### src/rtl/etapa_fetch.sv
// etapa_fetch: instruction-fetch stage.
// Owns the program counter and keeps at most one read in flight to instruction memory.
// Fetched words are buffered in a 2-entry queue that the decode stage drains
// through a valid/stall handshake.
// A redirect from execute flushes the queue and discards any response still in flight.

module etapa_fetch #(
  parameter logic [31:0] RESET_PC = 32'h0000_0000
) (
  input  logic        clk,
  input  logic        rst,
  output logic        imem_req,
  output logic [31:0] imem_addr,
  input  logic        imem_valid,
  input  logic [31:0] imem_rdata,
  input  logic        stall,
  input  logic        redirect,
  input  logic [31:0] redirect_pc,
  output logic        if_valid,
  output logic [31:0] if_instr,
  output logic [31:0] if_pc4
);

  // S_WAIT keeps the pending response; S_DROP throws it away (it belongs to a flushed path)
  typedef enum logic [1:0] {
    S_IDLE = 2'd0,
    S_WAIT = 2'd1,
    S_DROP = 2'd2
  } state_t;

  state_t      r_state;
  logic [31:0] r_pc;
  logic [31:0] r_reqPc4;
  logic [31:0] r_fifoPc4   [2];
  logic [31:0] r_fifoInstr [2];
  logic        r_head;
  logic [1:0]  r_count;

  logic        w_pop;
  logic        w_push;
  logic [2:0]  w_occupancy;
  logic        w_room;
  logic        w_issue;
  logic        w_tail;

  // A redirect kills both the consumer side and the producer side of the queue in its cycle
  assign w_pop  = (r_count != 2'd0) && !stall && !redirect;
  assign w_push = (r_state == S_WAIT) && imem_valid && !redirect;

  // Occupancy after this cycle's pop/push; a new request is only allowed if its
  // eventual response is guaranteed a slot
  assign w_occupancy = {1'b0, r_count} + {2'b00, w_push} - {2'b00, w_pop};
  assign w_room      = (w_occupancy < 3'd2);

  // A request can go out from IDLE, or back-to-back in the cycle the previous
  // response arrives, which is what gives one instruction per cycle with 1-cycle memory
  assign w_issue = !rst && !redirect && w_room &&
                   ((r_state == S_IDLE) || ((r_state == S_WAIT) && imem_valid));

  assign imem_req  = w_issue;
  assign imem_addr = w_issue ? r_pc : 32'h0000_0000;

  // The write slot sits just past the live entries; with a 2-deep queue that is head xor count[0]
  assign w_tail = r_head ^ r_count[0];

  assign if_valid = (r_count != 2'd0);
  assign if_instr = if_valid ? r_fifoInstr[r_head] : 32'h0000_0000;
  assign if_pc4   = if_valid ? r_fifoPc4[r_head]   : 32'h0000_0000;

  // Request FSM and program counter; redirect overrides everything except reset
  always_ff @(posedge clk) begin
    if (rst) begin
      r_state  <= S_IDLE;
      r_pc     <= RESET_PC;
      r_reqPc4 <= 32'h0000_0000;
    end else if (redirect) begin
      r_pc <= redirect_pc & 32'hFFFF_FFFC;
      if (imem_valid) begin
        r_state <= S_IDLE;
      end else if (r_state == S_WAIT) begin
        r_state <= S_DROP;
      end
    end else begin
      if (w_issue) begin
        r_pc     <= r_pc + 32'd4;
        r_reqPc4 <= r_pc + 32'd4;
        r_state  <= S_WAIT;
      end else begin
        case (r_state)
          S_WAIT:  if (imem_valid) r_state <= S_IDLE;
          S_DROP:  if (imem_valid) r_state <= S_IDLE;
          default: r_state <= S_IDLE;
        endcase
      end
    end
  end

  // Queue storage: a kept response lands in the tail slot together with its pc+4
  always_ff @(posedge clk) begin
    if (rst) begin
      for (int i = 0; i < 2; i++) begin
        r_fifoPc4[i]   <= 32'h0000_0000;
        r_fifoInstr[i] <= 32'h0000_0000;
      end
    end else if (w_push) begin
      r_fifoPc4[w_tail]   <= r_reqPc4;
      r_fifoInstr[w_tail] <= imem_rdata;
    end
  end

  // Queue bookkeeping: occupancy and head pointer, emptied by reset or redirect
  always_ff @(posedge clk) begin
    if (rst || redirect) begin
      r_count <= 2'd0;
      r_head  <= 1'b0;
    end else begin
      r_count <= w_occupancy[1:0];
      if (w_pop) begin
        r_head <= ~r_head;
      end
    end
  end

endmodule
### config.mk
export PLATFORM = sky130hd
export DESIGN_NAME = etapa_fetch
export DESIGN_NICKNAME = d
export VERILOG_FILES = /design/src/rtl/etapa_fetch.sv
export SDC_FILE = /design/constraint.sdc
export NUM_CORES = 1
export LEC_CHECK = 0
export ABC_AREA = 1
export CORE_MARGIN = 2
export CORE_UTILIZATION = 46
export CTS_CLUSTER_SIZE = 10
export DETAILED_ROUTE_END_ITERATION = 8
export GPL_ROUTABILITY_DRIVEN = 0
export PLACE_DENSITY_LB_ADDON = 0.08
export SLEW_MARGIN = 40
export SYNTH_ARGS = -nofsm -noshare
export SYNTH_HDL_FRONTEND = slang
export SYNTH_SLANG_ARGS = --single-unit
export TNS_END_PERCENT = 1
### constraint.sdc
create_clock -name clk -period 3.3 [get_ports clk]
set_clock_uncertainty 0.15 [all_clocks]
set_input_delay 0.66 -clock clk [delete_from_list [all_inputs] [get_ports clk]]
set_output_delay 0.66 -clock clk [all_outputs]
set_load 0.05 [all_outputs]
==> flow_summary.yaml <==
final_layout:
  fillers: 1616
  multi_input_area_sq_um: 3670
  mostFrequentLayoutCell: "nand2_1"
  drive_gt1_frac: 0.209
  final_cell_mix: "nand2_1, nor2_1, edfxtp_1"
  fin_cells: 1540
  n_antenna_cell: 0
  register_area_sq_um: 5060
  area_growth_pct: 38.9
  final_nets: 1337
  final_area_sq_um: 12700
yosys:
  ys_types: 33
  synth-xor-area-share: 0.00862
  synth_ff_type: "edfxtp_1"
  synth_mux_area_frac: 0
  post-synth-top-area-cell: "edfxtp_1"
  postSynthAreaPerCell_sq_um: 8.30
  synthArstFlopShare: 0
  syn-instance-count: 1101
  synthAdderAreaFrac: 0.00903
  synth_top_family_by_area: "simple AND/OR/NAND/NOR gates"
  ys_seq_area_frac: 0.552
  yosys_warnings: 0
  synth_top_area_share: 0.407
  yosys.area_share.simple: 0.266
  synth_seq_cells: 190
  synth-edff-count: 124
  synthTopCellsByArea: "edfxtp_1, dfxtp_1, nand2_1"
  synth_area_sq_um: 9140
  synth_compound_area_frac: 0.0809
clock_network:
  hold_buffers: 0
  cts.clk_slew.worst_paths_ns: 0.07
  tritoncts: "built"
  cts_made_buffers: 17
  cts.htree.levels: 4
  clock_sinks: 190
  clockBufferDepth: 2
  clock_latency_ns: 0.42
  cts_root_buf: "clkbuf_16"
critical_path:
  start_kind: "register"
  worstSetupPathType: "reg2out"
  worstSetupEndpointType: "primary output"
  critical_path_required_ns: 2.49
  worst-path-max-fanout: 8
  critPathArrivalTime_ns: 2.77
power:
  finalPower_mw: 5.33
  ir_drop_mv: 0.358
  cellPowerDensity_nw_per_um2: 420
  leakage_nw: 4.82
floorplan:
  initial_utilization: 0.470
  core_area_sq_um: 19500
  die-area_sq_um: 21000
  die_w_um: 145
  die_height_um: 145
  fp-row-count: 51
  ioPinCount: 167
sta:
  setup_violations: 31
  slew_headroom: 0.521
  period_share: 1.08
  max_freq_mhz: 279
  rsz0062_at_grt: "true"
  worstMarginPinSlew_ns: 0.719
  drv_slew: 0
  hold_violations: 0
  finalWorstSetupSlack_ns: -0.279
  setup_tns_ns: -8.28
  period_minus_slack_ns: 3.58
place:
  io_buffers: 160
  post_dp_cell_area_sq_um: 11900
  dp.cells: 1501
  dp_hpwl_mm: 14.9
drt:
  drt_pass1_iterations: 5
  wire_per_inst_um: 14.5
  via_count: 7470
  vias_per_cell: 4.85
  antenna_left: 0
  wl_mm: 22.3
  drt_iter0_drc: 305
  drc: 0
global_route:
  grt.total_usage: 0.218
  grt_start_max_net_pins: 64
  grt_pass1_vias: 7457
  antenna_found_initial: 1
  overflow: 0
  grt_pass1_wl_mm: 37.0
min_path:
  hold_path.class: "reg2reg"
run_status:
  status: "complete, but fails checks"
  violations: "negative setup slack"
run:
  max-cap-violations: 0
worst max-delay path, cell delays in order, from the launching register on:
cell     delay, ns
dfxtp_2       0.32
inv_2         0.07
ha_4          0.15
nand3_4       0.08
ha_4          0.27
inv_2         0.03
ha_4          0.14
fa_1          0.44
inv_2         0.07
nand2_2       0.06
nor2_4        0.14
nand2_8       0.13
buf_12        0.19
nor2_4        0.11
buf_12        0.14
timing repair:
action / CTS / global route
pin swaps: 8 / 2
resized for setup: 33 / 1
endpoints found under the setup margin: 83 / 31
cloned: 1 / 0
setup buffers: 6 / 0
cell type report:
class,count,share of cell area
Clock buffer,17,0.0335
Inverter,121,0.0364
Tap cell,265,0.0261
Timing Repair Buffer,196,0.203
Sequential cell,190,0.398
Clock inverter,15,0.0139
Multi-Input combinational cell,736,0.289
flip-flops by register name, indices dropped and copies added (netlist names), named ones only:
register     cells
r_state          2
r_fifoInstr     64
r_head           1
r_pc            30
r_count          2
r_fifoPc4       60
r_reqPc4        30
cell usage after synthesis, types with 2 or more instances:
cell      count
a21oi_1      90
a21oi_2      10
buf_2        17
buf_4         8
buf_6         3
clkbuf_1     28
dfxtp_1      66
edfxtp_1    124
ha_1          5
inv_1       117
inv_2         3
nand2_1     322
nand2_2       5
nand2_4       3
nand3_1      20
nand3_2      17
nand4_1       2
nor2_1      192
nor2_2        5
nor2_4       10
o21ai_0      31
o21ai_1       5
xnor2_1       2
xor2_1        7
cells by family after synthesis:
group / Yosys count
compound gates: 139
xor+xnor: 9
buf+inv: 178
other cells: 1
fa+ha+maj: 6
flops: 190
simple gates: 578
through the flow:
stage / utilization / setup slack (ns) / hold slack (ns)
after floorplan: - / -0.230 / 0.292
after global placement: 0.613 / -0.691 / 0.302
after detailed placement: 0.613 / -0.717 / 0.307
after CTS: 0.652 / -0.356 / 0.318
after global routing: 0.652 / -0.393 / 0.339
final: 0.652 / -0.279 / 0.315
final timing paths:
path                         to          from  slack, ns  depth (start not counted)
setup reg to reg   r_reqPc4[19]    r_state[1]       0.25                         16
setup / recovery  imem_addr[18]    r_state[1]      -0.28                         14
hold reg to reg    r_reqPc4[25]  r_reqPc4[25]       0.32                          2
hold / removal     r_reqPc4[25]  r_reqPc4[25]       0.32                          2
metal layers:
layer / track usage / part of all wire
met1: 0.287 / 0.43
met2: 0.368 / 0.49
met3: 0.0428 / 0.065
met4: 0.0579 / 0.013
met5: 0 / 0.00058
power breakdown:
part           switching, mW  total (mW)  internal [mW]
clock network          0.929        2.07           1.15
logic                  0.346       0.580          0.234
registers             0.0548        2.68           2.62
total                   1.33        5.33           4.00
Note: power is estimated with default switching activity, not from simulation.
